<file path="src/rtl/rf_scoreboard_arbiter.sv">
// rtl/rf_scoreboard_arbiter.sv - register scoreboard with RAW/WAW issue stall and round-robin RF write-port arbiter
module rf_scoreboard_arbiter #(
  parameter int NUM_REGS = 32,
  parameter int ADDR_W   = 5,
  parameter int DATA_W   = 32,
  parameter int STALL_W  = 16
) (
  input  logic              clk,
  input  logic              reset,
  input  logic              iss_valid,
  output logic              iss_ready,
  input  logic [ADDR_W-1:0] iss_rs1,
  input  logic [ADDR_W-1:0] iss_rs2,
  input  logic [ADDR_W-1:0] iss_dest,
  input  logic              iss_dest_en,
  input  logic              wb_a_valid,
  output logic              wb_a_ready,
  input  logic [ADDR_W-1:0] wb_a_addr,
  input  logic [DATA_W-1:0] wb_a_data,
  input  logic              wb_b_valid,
  output logic              wb_b_ready,
  input  logic [ADDR_W-1:0] wb_b_addr,
  input  logic [DATA_W-1:0] wb_b_data,
  output logic              rf_write_en,
  output logic [ADDR_W-1:0] rf_write_addr,
  output logic [DATA_W-1:0] rf_write_val,
  output logic [ADDR_W:0]   pend_count,
  output logic [STALL_W-1:0] stall_cnt,
  output logic              err_spurious
);

  localparam logic [ADDR_W:0]    CNT_ONE   = (ADDR_W+1)'(1);
  localparam logic [STALL_W-1:0] STALL_ONE = STALL_W'(1);
  localparam logic [STALL_W-1:0] STALL_MAX = {STALL_W{1'b1}};

  logic [NUM_REGS-1:0] pend;
  logic [NUM_REGS-1:0] pend_next;
  logic                last_grant_b;
  logic                grant_a;
  logic                grant_b;
  logic                reserve;
  logic                release_en;
  logic                spurious;
  logic [ADDR_W-1:0]   release_addr;

  // Issue readiness looks only at registered pend bits, so a release is seen one cycle later.
  always_comb begin
    iss_ready = !reset && !pend[iss_rs1] && !pend[iss_rs2] &&
                !(iss_dest_en && pend[iss_dest]);
  end

  // Contention goes to whichever side did not win last; a lone requester always wins.
  always_comb begin
    grant_a = !reset && wb_a_valid && (!wb_b_valid || last_grant_b);
    grant_b = !reset && wb_b_valid && (!wb_a_valid || !last_grant_b);
  end

  always_comb begin
    wb_a_ready    = grant_a;
    wb_b_ready    = grant_b;
    rf_write_en   = grant_a || grant_b;
    rf_write_addr = '0;
    rf_write_val  = '0;
    if (grant_a) begin
      rf_write_addr = wb_a_addr;
      rf_write_val  = wb_a_data;
    end else if (grant_b) begin
      rf_write_addr = wb_b_addr;
      rf_write_val  = wb_b_data;
    end
  end

  always_comb begin
    reserve      = iss_valid && iss_ready && iss_dest_en;
    release_en   = rf_write_en;
    release_addr = rf_write_addr;
    spurious     = release_en && !pend[release_addr];
  end

  // Clear before set: a spurious release racing a reserve of the same register leaves it pending.
  always_comb begin
    pend_next = pend;
    if (release_en) begin
      pend_next[release_addr] = 1'b0;
    end
    if (reserve) begin
      pend_next[iss_dest] = 1'b1;
    end
  end

  always_ff @(posedge clk) begin
    if (reset) begin
      pend         <= '0;
      last_grant_b <= 1'b1;
    end else begin
      pend <= pend_next;
      if (grant_a || grant_b) begin
        last_grant_b <= grant_b;
      end
    end
  end

  always_ff @(posedge clk) begin
    if (reset) begin
      pend_count <= '0;
    end else begin
      case ({reserve, release_en && !spurious})
        2'b10:   pend_count <= pend_count + CNT_ONE;
        2'b01:   pend_count <= pend_count - CNT_ONE;
        default: pend_count <= pend_count;
      endcase
    end
  end

  always_ff @(posedge clk) begin
    if (reset) begin
      stall_cnt    <= '0;
      err_spurious <= 1'b0;
    end else begin
      if (iss_valid && !iss_ready && stall_cnt != STALL_MAX) begin
        stall_cnt <= stall_cnt + STALL_ONE;
      end
      if (spurious) begin
        err_spurious <= 1'b1;
      end
    end
  end

endmodule

</file>
<file path="config.mk">
export PLATFORM = sky130hd
export DESIGN_NAME = rf_scoreboard_arbiter
export DESIGN_NICKNAME = d
export VERILOG_FILES = /design/src/rtl/rf_scoreboard_arbiter.sv
export SDC_FILE = /design/constraint.sdc
export NUM_CORES = 1
export LEC_CHECK = 0
export CORE_ASPECT_RATIO = 1.5
export CORE_MARGIN = 5
export CORE_UTILIZATION = 50
export CTS_BUF_LIST = sky130_fd_sc_hd__clkbuf_4
export DETAILED_ROUTE_END_ITERATION = 7
export PLACE_DENSITY = 0.85
export SLEW_MARGIN = 20
export SYNTH_ARGS = -nofsm -noshare
export SYNTH_HDL_FRONTEND = slang
export SYNTH_SLANG_ARGS = --single-unit
</file>
<file path="constraint.sdc">
create_clock -name clk -period 7.5 [get_ports clk]
set_clock_uncertainty 0.05 [all_clocks]
set_input_delay 1.5 -clock clk [delete_from_list [all_inputs] [get_ports clk]]
set_output_delay 1.5 -clock clk [all_outputs]
set_load 0.02 [all_outputs]
</file>
# ---- After elaboration in Yosys (flattened, before gate mapping)
# Index checks and enable logic that the tools add are counted.
dict set report totals {
  regBits 56
}
dict set report op_classes {
  n_addsub 3
  magnitude_cmp 6
  n_eq_ne 3
  muxes 19
  bitwise_logic 3
  reduce_logical 30
}
# operator count
set op_table {}
lappend op_table {{2-to-1 mux 32 bit} 4}
lappend op_table {{AND 32 bit} 1}
lappend op_table {{NOT 32 bit} 1}
lappend op_table {{bitwise OR 32 bit} 1}
lappend op_table {{< comparator 5 x 6 -> 1 bit (second input constant)} 4}
lappend op_table {{binary-select mux 1 bit (select 5 bit)} 4}
lappend op_table {{adder 16 x 1 -> 16 bit (second input constant)} 1}
lappend op_table {{logical AND 1 bit} 16}
lappend op_table {{inequality test 16 bit (second input constant)} 1}
lappend op_table {{case mux 6 bit (2 select lines)} 1}
lappend op_table {{demux 1 bit (select 5 bit)} 2}
lappend op_table {{>= comparator 5 x 1 -> 1 bit (second input constant)} 2}
lappend op_table {{zero test 1 bit} 10}
lappend op_table {{2-to-1 mux 5 bit} 2}
lappend op_table {{adder 6 x 1 -> 6 bit (second input constant)} 1}
lappend op_table {{2-to-1 mux 1 bit} 6}
lappend op_table {{subtractor 6 x 1 -> 6 bit (second input constant)} 1}
lappend op_table {{logical OR 1 bit} 3}
lappend op_table {{equality test 2 x 1 -> 1 bit (second input constant)} 1}
lappend op_table {{equality test 2 bit (second input constant)} 1}
lappend op_table {{nonzero test 2 bit} 1}

# ---- Depth between registers and ports, before layout
# Gate-level depths: netlist of the first run.
dict set report depth {
  word_depth 14
  mapped_depth 20
  mapped_depth_nobuf 18
}

# ---- Least setup slack after synthesis of the first run
# OpenSTA, ideal clock, no wires.
dict set report synth_timing {
  path_kind {in2reg}
  from {in wb_a_valid}
  to {reg pend_count[5]}
  setup_time_ns 0.070
  arrival_time_ns 4.999
  t_required_ns 7.380
  slack_ns 2.381
  path_stages 19
  cell_sequence {clkbuf_1 > a21boi_1 > a32oi_1 > or2_2 > buf_2 > clkinv_1 > nor2_1 > a32o_1 > a211oi_1 > o2111a_1 > ha_1 > ha_1 > a21o_1 > a21oi_1 > o21bai_1 > a21oi_1 > xnor2_1 > or3_1 > a21oi_1}
}
dict set report synth_via {
  elab_chain_cells 13
  elab_cells_between_ends 18
}
# element line
set synth_rtl {}
lappend synth_rtl {{start, declared} 16} ;# input logic wb_a_valid,
lappend synth_rtl {{zero test 1 bit} 55} ;# grant_b = !reset && wb_b_valid && (!wb_a_valid || !last_grant_b);
lappend synth_rtl {{logical OR 1 bit} 55}
lappend synth_rtl {{logical AND 1 bit} 55}
lappend synth_rtl {{2-to-1 mux 5 bit} 67} ;# end else if (grant_b) begin
lappend synth_rtl {{2-to-1 mux 5 bit (*)} 64} ;# if (grant_a) begin
lappend synth_rtl {{via rf_write_addr[0]} 25} ;# output logic [ADDR_W-1:0] rf_write_addr,
lappend synth_rtl {{binary-select mux 1 bit (select 5 bit) (*)} 77} ;# spurious = release_en && !pend[release_addr];
lappend synth_rtl {{2-to-1 mux 1 bit (not written as such) (*)} 77}
lappend synth_rtl {{zero test 1 bit (*)} 77}
lappend synth_rtl {{logical AND 1 bit (*)} 77}
lappend synth_rtl {{zero test 1 bit (*)} 107} ;# case ({reserve, release_en && !spurious})
lappend synth_rtl {{logical AND 1 bit (*)} 107}
lappend synth_rtl {{equality test 2 x 1 -> 1 bit / equality test 2 bit (equally long branches)} 107}
lappend synth_rtl {{case mux 6 bit (2 select lines) / nonzero test 2 bit (equally long branches)} --}
lappend synth_rtl {{end signal, assigned} 108} ;# 2'b10: pend_count <= pend_count + CNT_ONE;
lappend synth_rtl {{end signal, assigned} 109} ;# 2'b01: pend_count <= pend_count - CNT_ONE;
lappend synth_rtl {{end signal, assigned} 110} ;# default: pend_count <= pend_count;
lappend synth_rtl {{end, declared} 27} ;# output logic [ADDR_W:0] pend_count,
# Mark *: on every way through the listed nets, which the timed path passes. The rest lies on a longest branch. The select of a mux whose other input is x is not followed.
# A chain may end at the register's enable or synchronous reset.

# ---- Worst setup path in the final report of the first run
dict set report layout_timing {
  from {in iss_dest[1]}
  to {out iss_ready}
}
dict set report layout_via {
  elab_chain_cells 5
}
# element line
set layout_rtl {}
lappend layout_rtl {{start, declared} 14} ;# input logic [ADDR_W-1:0] iss_dest,
lappend layout_rtl {{binary-select mux 1 bit (select 5 bit)} 49} ;# !(iss_dest_en && pend[iss_dest]);
lappend layout_rtl {{2-to-1 mux 1 bit (not written as such)} 49}
lappend layout_rtl {{logical AND 1 bit} 49}
lappend layout_rtl {{zero test 1 bit} 49}
lappend layout_rtl {{logical AND 1 bit} 48} ;# iss_ready = !reset && !pend[iss_rs1] && !pend[iss_rs2] &&
lappend layout_rtl {{end, declared} 11} ;# output logic iss_ready,
# Every way passes these cells. The select of a mux whose other input is x is not followed.

==> results of run 1 <==
[cell usage after synthesis, types with 4 or more instances]
library cell | n | area, sq um
a21oi_1 | 16 | 80.1
a22o_1 | 32 | 280
a22oi_1 | 6 | 45.0
a32oi_1 | 6 | 52.6
and3_1 | 6 | 37.5
buf_1 | 4 | 15.0
buf_2 | 8 | 40.0
clkbuf_1 | 30 | 113
dfxtp_1 | 56 | 1120
ha_1 | 6 | 75.1
inv_1 | 8 | 30.0
mux2_4 | 6 | 90.1
mux2i_1 | 40 | 400
mux4_2 | 7 | 158
nand2_1 | 34 | 128
nand2b_1 | 6 | 37.5
nand3_1 | 21 | 105
nand4_1 | 10 | 62.6
nor2_1 | 26 | 97.6
nor2b_1 | 12 | 75.1
nor3_1 | 5 | 25.0
nor4_1 | 6 | 37.5
o211ai_1 | 30 | 225
o21ai_0 | 14 | 70.1
o22ai_1 | 8 | 50.1
o31ai_1 | 31 | 233
o41ai_1 | 11 | 96.3
or2_2 | 4 | 25.0
or3_1 | 5 | 31.3
or4_1 | 6 | 45.0
[metal layers]
layer | track usage [%] | vias up | routed length (microns)
li1 | - | 2276 | -
met2 | 49.8 | 280 | 8310
met4 | 14.4 | 2 | 733
met3 | 6.75 | 64 | 1380
met5 | 0 | - | 20
met1 | 37.6 | 2327 | 6640
[worst min path at each step]
stage / endpoint / depth (start not counted) / from
6_report: stall_cnt[11] / 2 / stall_cnt[11]
5_1_grt: pend_count[5] / 2 / pend_count[5]
3_3_place_gp: stall_cnt[9] / 2 / stall_cnt[9]
2_1_floorplan: last_grant_b / 2 / last_grant_b
3_5_place_dp: stall_cnt[9] / 2 / stall_cnt[9]
4_1_cts: stall_cnt[9] / 2 / stall_cnt[9]
[worst reg2reg max path, stage by stage, from the launching register on]
cell and delay [ns]:
dfxtp_1 0.35, a21boi_1 0.39, a32o_1 0.47, nand2_1 0.25, inv_2 0.22, mux2_2 0.35
o31ai_1 0.22, a211oi_1 0.10, o2111a_1 0.14, ha_1 0.25, ha_1 0.29, a21o_1 0.18
a21oi_1 0.23, o21bai_1 0.09, a21oi_1 0.17, xnor2_1 0.10, or3_1 0.32, a21oi_1 0.14
[registers in the layout, summed over array words and instances (netlist names)]
register,count
pend_count,6
err_spurious,1
last_grant_b,1
stall_cnt,16
pend,32
[cells by family after synthesis]
kind of cell	Yosys count
compound gates	178
mux	54
simple gates	156
xor+xnor	5
fa+ha+maj	7
flops	56
buf+inv	56
[per-stage QoR]
step / instances / util, % / cell area [sq um] / hold slack, ns / power [mW]
after floorplan: 512 / - / 4340 / 0.412 / 0.445
after global placement: 737 / 69.6 / 5890 / 0.423 / 0.557
after detailed placement: 737 / 69.6 / 5890 / 0.437 / 0.561
after CTS: 745 / 70.4 / 5960 / 0.460 / 0.702
after global routing: 745 / 70.4 / 5960 / 0.480 / 0.733
final: 745 / 70.4 / 5960 / 0.456 / 0.701
[report_power, final]
group / internal [mW] / total (mW) / switching [mW]
clock network: 0.0396 / 0.143 / 0.103
registers: 0.304 / 0.311 / 0.00692
logic: 0.118 / 0.247 / 0.129
[area by class of cell]
| class | instances | area [sq um] | share of cell area, % |
|---|---|---|---|
| Clock buffer | 5 | 37.5 | 0.630 |
| Clock inverter | 3 | 27.5 | 0.462 |
| Inverter | 11 | 41.3 | 0.693 |
| Multi-Input combinational cell | 400 | 2980 | 50.0 |
| Sequential cell | 56 | 1120 | 18.8 |
| Tap cell | 107 | 134 | 2.25 |
| Timing Repair Buffer | 163 | 1620 | 27.2 |
==> results.rst, run 1 <==
.. list-table::
   :header-rows: 1

   * - Metric
     - Value
   * - Later-pin clock latency in the skew report
     - 0.40 ns
   * - Final setup viols
     - 0
   * - Classification of the worst-slack hold path
     - flip-flop to flip-flop
   * - DR pass1 iterations
     - 5
   * - CP top delay family
     - buffers and inverters
   * - Final-report max-slew violation count
     - 0
   * - Width of the die
     - 86.0 microns
   * - Run status
     - complete, no violations
   * - Clock buffer count from CTS
     - 5
   * - Wire length of the first global-routing pass
     - 25.7 mm
   * - Antenna Cells
     - 0
   * - Multiplexer fraction of the synthesized cell area
     - 15.2%
   * - Detailed-route wire length per cell
     - 22.9 microns
   * - Hold-fix buffers at CTS
     - 0
   * - Worst-case headroom to the max-slew limit
     - 36.6%
   * - EDFF count, synth
     - 0
   * - Die Y
     - 124 microns
   * - Simple-gate share of the synthesized area
     - 19.4%
   * - Post-Synthesis Net Count
     - 614
   * - CTS tree
     - yes
   * - CP max stage cell
     - clkdlybuf4s50_1
   * - Layout cell share with drive strength beyond 1
     - 6.58%
   * - Total track usage
     - 30.4%
   * - FP Rows
     - 41
   * - Number of antenna violations at the first check in global routing
     - 1
   * - Adder-Cell Fraction of Synth Area
     - 2.19%
   * - Drt first-iter violations
     - 481
   * - Power per Cell Area
     - 118 nW/um^2
   * - Floorplan Core Area
     - 8460 sq um
   * - Type of the setup path with the least slack
     - primary input to output pin
   * - Crit-path cells
     - clkdlybuf4s50_1, mux2i_1, o22ai_1, nor4_1, o211ai_2, nor3_4, buf_4, clkdlybuf4s50_1
   * - Clock slew at the register clock pins of the worst setup and hold paths
     - 0.18 ns
   * - Via count
     - 4,949
   * - Sinks on Clock Net
     - 56
   * - Most used cell along the critical path
     - clkdlybuf4s50_1
   * - Setup bufs post-CTS
     - 0
   * - Final net count
     - 739
   * - Total wirelength of the detailed-routed design
     - 17.1 mm
   * - Distinct cells, synth
     - 64
   * - Buf+Inv Stages, Crit Path
     - 3
   * - Post-Syn Instances
     - 512
   * - Buffers from clock root to sink, at most
     - 2
   * - Number of global-route vias before repair
     - 4,861
   * - Maximum VDD drop
     - 0.000114 V
   * - Leading cell type in the layout, fill and taps excluded
     - clkdlybuf4s50_1
   * - Average via count per standard cell
     - 6.64
   * - Startpoint class of the critical path
     - primary input
   * - Reg-to-reg startpoint
     - last_grant_b
   * - Flop2flop setup slack
     - 3.15 ns
   * - Mean post-synth cell area
     - 8.47 sq um
   * - PnR worst setup slack
     - 1.17 ns
   * - Capturing instance or port of the critical path
     - iss_ready
   * - Top library cells by usage in the layout, fill and taps aside
     - 158 x clkdlybuf4s50_1, 56 x dfxtp_1, 40 x mux2i_1
   * - Total gr overflow
     - 0
   * - Number of max-cap violations
     - 0
   * - Max Clk Rate
     - 158 MHz
   * - Reported leakage power
     - 2.07 nW
   * - Combinational family with the most area after synthesis
     - compound AO/OA/AOI/OAI gates
   * - Required time at the worst-slack endpoint
     - 5.95 ns
   * - HPWL after detailed placement
     - 13.1 mm
   * - Kind of end point of the critical path
     - output pin
   * - Worst Max-Slew Pin Slew
     - 0.948 ns
   * - Synth async-reset ratio
     - 0%
   * - Synth Area in XOR/XNOR
     - 1.01%
   * - Total of buffers placed on input and output ports
     - 158
   * - Reg2Reg Depth
     - 17
   * - CP startpoint
     - iss_dest[1]
   * - Number of synthesized register bits
     - 56
   * - Buffer type at the clock tree root
     - clkbuf_4
   * - Mapped cell area
     - 4340 sq um
   * - Worst-path maximum fanout
     - 25
   * - Pin count of the biggest net entering global routing
     - 46
   * - Initial core utilization
     - 51.2%
   * - Path length in cells of the critical path
     - 8
   * - RSZ-0062 raised after global routing
     - false
   * - Complex-gate fraction of the synthesized area
     - 30.8%
   * - Dpl ws
     - 1.21 ns
   * - Global placer's final weighted congestion
     - 1.00
   * - Proportion of synthesized chip area in sequential cells
     - 25.9%
   * - Final clock period utilization by the worst path
     - 84.5%
   * - Syn. warnings
     - 0
   * - Number of H-tree levels
     - 2
   * - Final ANT Viol Nets
     - 0
   * - Top_reg_cell synth
     - dfxtp_1
   * - Hold Vio Cnt, Final
     - 0
   * - Arrival time worst endpoint
     - 4.78 ns
   * - Min cycle time layout
     - 6.33 ns
   * - Area Growth Syn to Fin
     - 37.5%
   * - Endpoint of the worst register-to-register path
     - pend_count[5]
   * - Total Die Area
     - 10,700 sq um
   * - Critical Path Max Stage Delay
     - 1.09 ns
   * - Top Ports
     - 159
   * - CTS-repair resized insts
     - 0
   * - Fill cell total of the finished layout
     - 682
   * - Remaining DRCs
     - 0
   * - Final TNS setup
     - 0 ns
Power figures use the tool's default switching activity.
==> run 2: changes to the inputs <==
- CORE_UTILIZATION: 50 -> 42
- PLACE_DENSITY: 0.85 -> 0.75
- clock period: 7.5 -> 5.7 ns (I/O delays scaled with it)
==> results.rst, run 2 (synthesized netlist as in run 1, its figures left out) <==
.. list-table::
   :header-rows: 1

   * - Metric
     - Value
   * - Run status
     - complete, no violations
   * - Final TNS setup
     - 0 ns (unchanged)
   * - Required time at the worst-slack endpoint
     - 4.51 ns (-1.44 ns)
   * - Average via count per standard cell
     - 6.41 (-3.5%)
   * - Total gr overflow
     - 0 (unchanged)
   * - Flip-flop count of the largest register after layout
     - 32 (unchanged)
   * - Later-pin clock latency in the skew report
     - 0.40 ns (about the same)
   * - Kind of end point of the critical path
     - output pin
   * - Final clock period utilization by the worst path
     - 92.7%
   * - Min cycle time layout
     - 5.28 ns
   * - Total wirelength of the detailed-routed design
     - 17.5 mm (+2.6%)
   * - HPWL after detailed placement
     - 13.7 mm (+4.8%)
   * - Largest registers
     - pend: 32 flops, stall_cnt: 16 flops, pend_count: 6 flops
   * - Width of the die
     - 93.0 microns (+8.0%)
   * - Number of H-tree levels
     - 2 (unchanged)
   * - Detail Route met2 WL
     - 8.69 mm (+4.6%)
   * - Top reg by flops
     - pend
   * - Reported leakage power
     - 2.15 nW (+4.1%)
   * - Detailed-route wire length per cell
     - 22.6 microns (-1.3%)
   * - CTS tree
     - yes
   * - Maximum VDD drop
     - 0.000144 V (+26%)
   * - Pin count of the biggest net entering global routing
     - 35 (-24%)
   * - Worst-path maximum fanout
     - 10 (-60%)
   * - Fill cell total of the finished layout
     - 947 (+39%)
   * - Setup bufs post-CTS
     - 0 (unchanged)
   * - Hold-fix buffers at CTS
     - 0 (unchanged)
   * - Worst-case headroom to the max-slew limit
     - 57.9% (+21 points)
   * - Buffer type at the clock tree root
     - clkbuf_4
   * - Leading cell type in the layout, fill and taps excluded
     - clkdlybuf4s50_1
   * - Wire length of the first global-routing pass
     - 26.4 mm (+2.5%)
   * - Number of global-route vias before repair
     - 4,833 (-0.58%)
   * - Remaining DRCs
     - 0 (unchanged)
   * - Arrival time worst endpoint
     - 4.09 ns (-0.69 ns)
   * - Initial core utilization
     - 42.8% (-8.4 points)
   * - Classification of the worst-slack hold path
     - flip-flop to flip-flop
   * - Die Y
     - 134 microns (+8.4%)
   * - Total Die Area
     - 12,500 sq um (+17%)
   * - Met1 Wirelength
     - 6.74 mm (+1.4%)
   * - Final ANT Viol Nets
     - 0 (unchanged)
   * - Area Growth Syn to Fin
     - 40.6%
   * - Top Ports
     - 159 (unchanged)
   * - Via count
     - 4,964 (+0.30%)
   * - Clock buffer count from CTS
     - 5 (unchanged)
   * - Floorplan Core Area
     - 10,100 sq um (+20%)
   * - Final net count
     - 757 (+2.4%)
   * - Final-report max-slew violation count
     - 0 (unchanged)
   * - DR pass1 iterations
     - 5 (unchanged)
   * - Startpoint class of the critical path
     - primary input
   * - Number of max-cap violations
     - 0 (unchanged)
   * - FP Rows
     - 45 (+9.8%)
   * - Total track usage
     - 26.7% (-3.6 points)
   * - Drt first-iter violations
     - 329 (-32%)
   * - Clock slew at the register clock pins of the worst setup and hold paths
     - 0.16 ns (-0.02 ns)
   * - Worst Max-Slew Pin Slew
     - 0.626 ns (-0.322 ns)
   * - RSZ-0062 raised after global routing
     - false
   * - Buffers from clock root to sink, at most
     - 2 (unchanged)
   * - Layout cell share with drive strength beyond 1
     - 8.54% (+2.0 points)
   * - Number of antenna violations at the first check in global routing
     - 2 (+1)
   * - Type of the setup path with the least slack
     - primary input to output pin
   * - Power per Cell Area
     - 152 nW/um^2 (+30%)
   * - Max Clk Rate
     - 189 MHz
   * - Wire length on met3
     - 1.13 mm (-18%)
   * - PnR worst setup slack
     - 0.418 ns (-0.748 ns)
   * - Hold slack final
     - 0.456 ns (-0.0000300 ns)
   * - CTS-repair resized insts
     - 0 (unchanged)
   * - Global placer's final weighted congestion
     - 0.942 (-5.9%)
   * - Hold Vio Cnt, Final
     - 0 (unchanged)
   * - Dpl ws
     - 0.118 ns (-1.10 ns)
   * - Total of buffers placed on input and output ports
     - 158 (unchanged)
   * - Sinks on Clock Net
     - 56 (unchanged)
   * - Final setup viols
     - 0 (unchanged)
   * - Uppermost signal routing layer after detailed routing
     - met5
   * - Top library cells by usage in the layout, fill and taps aside
     - 158 x clkdlybuf4s50_1, 56 x dfxtp_1, 40 x mux2i_1
## run 2: cell count changes in the layout (fill, tap and decap cells not counted), sizes merged
cell,change
buf,+18
diode,+1
clkinvlp,-1
clkinv,+1
## run 2: layout make-up
cell class / count / area [sq um] / share of cell area [%]
Inverter: 11 / 41.3 / 0.677
Timing Repair Buffer: 181 / 1750 / 28.8
Sequential cell: 56 / 1120 / 18.4
Clock inverter: 3 / 17.5 / 0.287
Tap cell: 117 / 146 / 2.40
Multi-Input combinational cell: 400 / 2980 / 48.8
Clock buffer: 5 / 37.5 / 0.616
Antenna cell: 1 / 2.50 / 0.0411
## run 2: final timing paths
| check | start | endpoint | depth (start not counted) | slack (ns) |
|---|---|---|---|---|
| setup / recovery | iss_dest[1] | iss_ready | 8 | 0.42 |
| hold / removal | stall_cnt[9] | stall_cnt[9] | 2 | 0.46 |
| setup reg to reg | last_grant_b | pend_count[5] | 17 | 1.41 |
| hold reg to reg | stall_cnt[9] | stall_cnt[9] | 2 | 0.46 |
## run 2: worst max-delay path: stages
cell and delay [ns]:
clkdlybuf4s50_1 0.81, buf_4 0.27, mux2i_1 0.19, o22ai_1 0.11
o41ai_1 0.51, o211ai_2 0.17, nor3_4 0.22, clkdlybuf4s50_1 0.66
## run 2: stage by stage
step | cells | total power [mW] | utilization, % | cell area, sq um
2_1_floorplan | 512 | 0.585 | - | 4340
4_1_cts | 773 | 0.931 | 60.1 | 6090
3_5_place_dp | 765 | 0.751 | 59.6 | 6040
6_report | 774 | 0.928 | 60.1 | 6100
5_1_grt | 774 | 0.967 | 60.1 | 6100
3_3_place_gp | 765 | 0.749 | 59.6 | 6040
## run 2: power by group
part,total (mW),internal (mW),leakage (nW),switching (mW)
clock,0.182,0.0480,0.0330,0.134
sequential,0.409,0.399,0.452,0.00930
combinational,0.338,0.163,1.67,0.175
total,0.928,0.610,2.15,0.318
## run 2: per-layer routing
| metal | vias to the layer above | track usage (%) |
|---|---|---|
| li1 | 2307 | - |
| met3 | 59 | 5.56 |
| met4 | 2 | 14.8 |
| met2 | 233 | 44.2 |
| met5 | - | 0 |
| met1 | 2363 | 31.9 |
